==> config.mk <==
export PLATFORM = sky130hd
export DESIGN_NAME = bcd_counter_7seg_ndisplays
export DESIGN_NICKNAME = d
export VERILOG_FILES = /design/src/rtl/bcd_counter_7seg_ndisplays.sv
export SDC_FILE = /design/constraint.sdc
export NUM_CORES = 1
export LEC_CHECK = 0
export ABC_AREA = 0
export BUFFER_PORTS_ARGS = -buffer_cell sky130_fd_sc_hd__clkbuf_2
export CAP_MARGIN = 30
export CORE_UTILIZATION = 28
export CTS_BUF_LIST = sky130_fd_sc_hd__clkbuf_16
export DETAILED_ROUTE_END_ITERATION = 8
export GPL_ROUTABILITY_DRIVEN = 0
export MAX_ROUTING_LAYER = met4
export PLACE_DENSITY = 0.47
export SLEW_MARGIN = 0
export SYNTH_ARGS = -nofsm -noshare
export SYNTH_HDL_FRONTEND = slang
export SYNTH_SLANG_ARGS = --single-unit
export TNS_END_PERCENT = 10
==> constraint.sdc <==
create_clock -name clock -period 4.3 [get_ports clock]
set_input_delay 0.43 -clock clock [delete_from_list [all_inputs] [get_ports clock]]
set_output_delay 0.43 -clock clock [all_outputs]
set_load 0.02 [all_outputs]
==> src/rtl/bcd_counter_7seg_ndisplays.sv <==
// N-digit BCD up/down counter with tick prescaler, parallel load and a
// registered 7-segment driver (lamp test, leading-zero blanking, polarity).
module bcd_counter_7seg_ndisplays #(
    parameter int DIGITS     = 8,
    parameter int CLK_HZ     = 50000000,
    parameter int TICK_HZ    = 1,
    parameter int ACTIVE_LOW = 1
) (
    input  logic                  clock,
    input  logic                  reset,
    input  logic                  enable,
    input  logic                  up_down,
    input  logic                  load,
    input  logic [4*DIGITS-1:0]   load_value,
    input  logic                  seg7all_on,
    input  logic                  blank_lz,
    output logic [7*DIGITS-1:0]   seg_out,
    output logic [4*DIGITS-1:0]   bcd_out,
    output logic                  tick,
    output logic                  wrap
);

    localparam int              PRESCALE   = CLK_HZ / TICK_HZ;
    localparam int              PW         = $clog2(PRESCALE);
    localparam logic [PW-1:0]   PRESC_LAST = PW'(PRESCALE - 1);
    localparam logic [6:0]      SEG_LIT    = (ACTIVE_LOW != 0) ? 7'h00 : 7'h7F;
    localparam logic [6:0]      SEG_DARK   = ~SEG_LIT;

    logic [PW-1:0]         presc_q, presc_d;
    logic [4*DIGITS-1:0]   bcd_q, bcd_d;
    logic                  tick_q, tick_d;
    logic                  wrap_q, wrap_d;
    logic [7*DIGITS-1:0]   seg_q, seg_d;

    logic [4*DIGITS-1:0]   bcd_up, bcd_dn, bcd_ld;
    logic                  carry, borrow, zero_run, terminal;
    logic [DIGITS-1:0]     blank;
    logic [6:0]            dec_seg [DIGITS];

    function automatic logic [6:0] seg_decode(input logic [3:0] d);
        case (d)
            4'd0:    seg_decode = 7'b0111111;
            4'd1:    seg_decode = 7'b0000110;
            4'd2:    seg_decode = 7'b1011011;
            4'd3:    seg_decode = 7'b1001111;
            4'd4:    seg_decode = 7'b1100110;
            4'd5:    seg_decode = 7'b1101101;
            4'd6:    seg_decode = 7'b1111101;
            4'd7:    seg_decode = 7'b0000111;
            4'd8:    seg_decode = 7'b1111111;
            4'd9:    seg_decode = 7'b1101111;
            default: seg_decode = 7'b0000000;
        endcase
    endfunction

    // Per-digit load clamping and polarity-corrected decode.
    generate
        for (genvar gi = 0; gi < DIGITS; gi++) begin : g_digit
            logic [3:0] ld_digit;
            assign ld_digit                = load_value[4*gi +: 4];
            assign bcd_ld[4*gi +: 4]       = (ld_digit > 4'd9) ? 4'd0 : ld_digit;
            assign dec_seg[gi]             = (ACTIVE_LOW != 0) ? ~seg_decode(bcd_q[4*gi +: 4])
                                                               :  seg_decode(bcd_q[4*gi +: 4]);
        end
    endgenerate

    // Ripple carry/borrow; the final carry/borrow flags a full rollover.
    always_comb begin
        carry  = 1'b1;
        borrow = 1'b1;
        bcd_up = bcd_q;
        bcd_dn = bcd_q;
        for (int k = 0; k < DIGITS; k++) begin
            if (carry)
                bcd_up[4*k +: 4] = (bcd_q[4*k +: 4] == 4'd9) ? 4'd0 : bcd_q[4*k +: 4] + 4'd1;
            if (borrow)
                bcd_dn[4*k +: 4] = (bcd_q[4*k +: 4] == 4'd0) ? 4'd9 : bcd_q[4*k +: 4] - 4'd1;
            carry  = carry  & (bcd_q[4*k +: 4] == 4'd9);
            borrow = borrow & (bcd_q[4*k +: 4] == 4'd0);
        end
    end

    assign terminal = enable && (presc_q == PRESC_LAST);

    always_comb begin
        presc_d = presc_q;
        bcd_d   = bcd_q;
        tick_d  = 1'b0;
        wrap_d  = 1'b0;
        if (load) begin
            presc_d = '0;
            bcd_d   = bcd_ld;
        end else if (terminal) begin
            presc_d = '0;
            tick_d  = 1'b1;
            if (up_down) begin
                bcd_d  = bcd_up;
                wrap_d = carry;
            end else begin
                bcd_d  = bcd_dn;
                wrap_d = borrow;
            end
        end else if (enable) begin
            presc_d = presc_q + PW'(1);
        end
    end

    // A digit above digit0 is blanked while it and everything above it is zero.
    always_comb begin
        zero_run = 1'b1;
        blank    = '0;
        for (int k = DIGITS - 1; k >= 1; k--) begin
            zero_run = zero_run & (bcd_q[4*k +: 4] == 4'd0);
            blank[k] = blank_lz & zero_run;
        end
    end

    always_comb begin
        seg_d = '0;
        for (int k = 0; k < DIGITS; k++) begin
            if (seg7all_on)
                seg_d[7*k +: 7] = SEG_LIT;
            else if (blank[k])
                seg_d[7*k +: 7] = SEG_DARK;
            else
                seg_d[7*k +: 7] = dec_seg[k];
        end
    end

    always_ff @(posedge clock or posedge reset) begin
        if (reset) begin
            presc_q <= '0;
            bcd_q   <= '0;
            tick_q  <= 1'b0;
            wrap_q  <= 1'b0;
            seg_q   <= {DIGITS{SEG_DARK}};
        end else begin
            presc_q <= presc_d;
            bcd_q   <= bcd_d;
            tick_q  <= tick_d;
            wrap_q  <= wrap_d;
            seg_q   <= seg_d;
        end
    end

    assign seg_out = seg_q;
    assign bcd_out = bcd_q;
    assign tick    = tick_q;
    assign wrap    = wrap_q;

endmodule

# --- After elaboration in Yosys (flattened, before gate mapping) ---
# Memory sizes are Yosys's and may differ from the RTL's.
# Cells that the tools add are included.
totals:
  memories: 8
  output_inout_bits: 90
  wordCells: 185
  register_bits: 116
  in_bits: 39
  romBits: 896
mem_list:
  columns: ["memory", "words", "word_bits", "read_ports", "rd_ports_with_merged_regs", "write_ports", "line_no", "source"]
  rows:
  - ["(name not given)", 16, 7, 1, 0, 0, "41", "case (d)"]
  - ["(name not given)", 16, 7, 1, 0, 0, "41", null]
  - ["(name not given)", 16, 7, 1, 0, 0, "41", null]
  - ["(name not given)", 16, 7, 1, 0, 0, "41", null]
  - ["(name not given)", 16, 7, 1, 0, 0, "41", null]
  - ["(name not given)", 16, 7, 1, 0, 0, "41", null]
  - ["2 more memories", null, null, null, null, null, null, null]
classes:
  order_cmp: 8
  eq_ne: 16
  n_reduce_logical: 25
  add_sub_neg: 17
  bitwise: 35
  muxes: 64
ops:
  columns: ["cell", "count"]
  rows:
  - ["two-way mux 4 bit", 38]
  - ["two-way mux 7 bit", 15]
  - ["two-way mux 32 bit", 3]
  - ["two-way mux 26 bit", 3]
  - ["inverter 7 bit", 8]
  - ["adder 4 x 1 -> 4 bit (second input constant)", 8]
  - ["equality test 4 bit (second input constant)", 8]
  - ["> comparator 4 bit (second input constant)", 8]
  - ["zero test 4 bit", 8]
  - ["subtractor 4 x 1 -> 4 bit (second input constant)", 8]
  - ["AND 1 bit", 27]
  - ["adder 26 x 1 -> 26 bit (second input constant)", 1]
  - ["equality test 26 bit (second input constant)", 1]
  - ["nonzero test 3 bit", 8]
  - ["inequality test 3 x 1 -> 1 bit (second input constant)", 7]
  - ["AND reduction 3 bit", 7]
  - ["two-way mux 1 bit", 5]
  - ["nonzero test 2 bit", 1]
  - ["logical AND 1 bit", 1]

# --- Depth between registers and ports, before layout ---
depth:
  word_depth: 11
  mapped_depth: 9
  ltp_nobuf: 8

# --- Least setup slack after synthesis ---
# OpenSTA, ideal clock, no wires.
synth_path:
  path_kind: "reg-to-reg"
  from: "register bcd_q[1], in the netlist bcd_out[1]"
  to: "register bcd_q[19], in the netlist bcd_out[19]"
  arrival_time_ns: 2.647
  period_less_slack_ns: 2.775
  path_buffers: 1
  path_stages_with_launch: 9
  setup_time_ns: 0.128
  required_ns: 4.172
  path_slack_ns: 1.525
  cell_sequence: "dfrtp_1 clkbuf_1 inv_1 ha_1 or3b_2 a21oi_1 nor4b_4 a31oi_2 mux2_1"
synth_via:
  elab_chain_cells: 6
  elab_cells_between_ends: 11
  cone_classes: "eq/ne: 2; bitwise: 6; reduce/logical: 3"
synth_lines:
  columns: ["element", "line_no", "source"]
  rows:
  - ["from (decl)", "30", "logic [4*DIGITS-1:0] bcd_q, bcd_d;"]
  - ["from (signal assigned)", "133", "bcd_q <= '0;"]
  - ["from (signal assigned)", "139", "bcd_q <= bcd_d;"]
  - ["equality test 4 bit / zero test 4 bit (equally long branches)", "78, 79", null]
  - ["AND 1 bit, on equally long branches (3 in a row)", "78, 79", null]
  - ["inequality test 3 x 1 -> 1 bit (no source line) / nonzero test 3 bit (equally long branches)", null, null]
  - ["AND reduction 3 bit (no source line) *", null, null]
# Mark *: on every way between the ends. The rest lies on a longest branch, timed or not.
# A chain may end at the register's enable or synchronous reset.

# --- Worst setup path after layout ---
layout_path:
  from: "register bcd_q[1], in the netlist bcd_out[1]"
  to: "register bcd_q[17], in the netlist bcd_out[17]"
# The elaborated chain is that of the path after synthesis.

==> qor.txt <==
Post-layout min period: 3110 ps
Met1 Resource Use GR: 0.240
Worst VDD drop: 0.270 mV
Met2 Resource Use GR: 0.275
H-tree Lvls: 4
Multi-input gate area: 4410 um^2
PortBufs: 128
Initial DRC count: 498
Global route hottest layer: met2
Slew HR: 0.463
Initial antenna violation count: 0
GRT overflow: 0
# diodes: 0
Worst Reg-to-Reg Cells: 8
Post-CTS Hold Buffers: 0
Syn nets: 1007
Synth cell count leaders: 96 x a21oi_1, 92 x nor2_1, 83 x nand2_1, 74 x o21ai_0, 60 x dfrtp_1
CTS root buf: clkbuf_16
Yosys top cell area share: 0.194
Area leader, netlist: dfrtp_1
Final-report setup violation count: 0
Yosys synthesis warning count: 0
Worst slew pin tran: 803 ps
CTS tree: built
Reg-to-reg critical path endpoint: bcd_out[17]$_DFFE_PP0P_
Die Area: 28300 um^2
Sum Neg Setup Slack: 0 ps
Synth cell types: 72
CP arrival: 3400 ps
Post-CTS setup repair buffer count: 0
Largest net degree at the start of global routing: 72
Initial core utilization: 0.286
Remaining DRCs: 0
Row count: 60
Routed WL: 24000 um
Chip Width: 168 um
Synth Instances: 911
Post_cts resized: 0
Seq cells post-synth: 116
Clk buf depth: 2
Ys flop type: dfrtp_1
I/O pins: 129
TritonRoute pass-1 iters: 5
TritonCTS buffer count: 17
Worst Setup Start Kind: flop
Post-synth EDFFs: 0
Post-layout net count: 1117
Vias post-DR: 7126
Avg Cell Area, Syn: 8.50 um^2
Total GRT Usage: 0.179
First-pass GRT wire length: 38700 um
Critical Path Sink Type: flop
Remaining antenna violation count: 0
Register Area: 2970 um^2
Vias per inst: 5.18
Maxcap violations: 0
GR Util met3: 0.0313
RSZ-0062 raised after global routing: no
Fill count: 2860
Reg2reg start: bcd_out[1]$_DFFE_PP0P_
CTS clk-pin slew, worst paths: 60 ps
Pwr/cell area: 482 nW/um^2
Fmax: 321 MHz
# clock sinks: 116
Hold crit path type: in -> async
WL/cell: 17.4 um
DPL Wire Length: 17100 um
Layout Area Growth over Synthesis: 20.0%
Final core utilization: 0.344
Vias in the first global route: 7012
Fin crit share: 0.724
Ys async rst share: 1.00
Crit path required time: 4590 ps
Most instantiated library cell after synthesis: a21oi_1
Reg2reg setup slack: 1190 ps
Die H: 168 um
Layout cells sized above 1: 0.243
Area of the core: 27000 um^2
Critical path peak fanout: 12
Seq/Total Area, Yosys: 0.384
Mapped cell area: 7740 um^2
Hold Violations, Final: 0
Status: finished clean
Static leakage: 4.00 nW
Clk_lat worst skew: 420 ps
Worst Skew: 11.4 ps
Critical path type: reg -> reg
Synth area leaders: dfrtp_1 19%, dfstp_2 19%, ha_1 9.2%, a21oi_1 6.2%, o21ai_0 4.8%
Fin. max-slew vios: 0
[power by group]
part	switching, mW	internal, mW	total (mW)
Sequential	0.267	1.36	1.62
Clock	0.560	0.798	1.36
Combinational	0.949	0.547	1.50
[kinds of logic after synthesis]
kind of cell,synth area share
buffers and inverters,0.0461
and+or+nand+nor,0.213
xor gates and xnor gates,0.0272
AOI/OAI and AO/OA,0.211
muxes,0.0263
adders and majority gates,0.0921
DFF,0.384
[per-layer routing]
layer	wire length [um]	part of all wire
met3	1150	0.048
met2	11000	0.46
met1	11500	0.48
met5	0	0
met4	338	0.014
[how the worst max path moves through the flow]
stage	end	depth (start not counted)	startpoint
final	bcd_out[17]$_DFFE_PP0P_	8	bcd_out[1]$_DFFE_PP0P_
after global routing	bcd_out[29]$_DFFE_PP0P_	8	bcd_out[4]$_DFFE_PP0P_
after CTS	bcd_out[30]$_DFFE_PP0P_	8	bcd_out[4]$_DFFE_PP0P_
after detailed placement	bcd_out[29]$_DFFE_PP0P_	8	bcd_out[4]$_DFFE_PP0P_
after global placement	bcd_out[2]$_DFFE_PP0P_	6	presc_q[16]$_DFFE_PP0P_
after floorplan	bcd_out[0]$_DFFE_PP0P_	1	reset
[critical path: stages, from the launching register on]
cell and delay, ps:
dfrtp_1 530, inv_1 190, ha_1 310, or3b_2 460, a21oi_1 240, nor4b_4 600, a31oi_2 280, a311oi_1 310
a21oi_1 60
[per-stage QoR]
step	worst slack [ps]	total power, mW	hold WS [ps]	instance area (um^2)	instances
floorplan	890	2.64	484	7740	911
finish	1190	4.48	35.2	9290	1375
detailed placement	1190	3.14	527	8710	1342
CTS	1180	4.52	253	9270	1374
global placement	1190	3.15	517	8710	1342
global route	935	4.78	55.8	9290	1375
[layout make-up]
| class | instances | area share |
|---|---|---|
| multi-input combinational | 701 | 0.475 |
| sequential | 116 | 0.320 |
| timing repair buffer | 138 | 0.0797 |
| tap | 341 | 0.0459 |
| inverter | 47 | 0.0193 |
| clock buffer | 17 | 0.0458 |
| clock inverter | 15 | 0.0143 |
[registers in the layout, indices dropped and copies added (netlist names)]
signal / cells
tick: 1
seg_out: 56
bcd_out: 32
wrap: 1
presc_q: 26
[placed cells by master (no fill, tap or decap), drive strengths merged, types with 17 or more instances in the layout]
cell type,count
nor2,92
inv,50
nand3,42
clkbuf,145
dfstp,56
nand2b,17
dfrtp,60
ha,57
o21ai,76
a21oi,98
a31oi,20
nand2,83
Note: power is estimated with default switching activity, not from simulation.
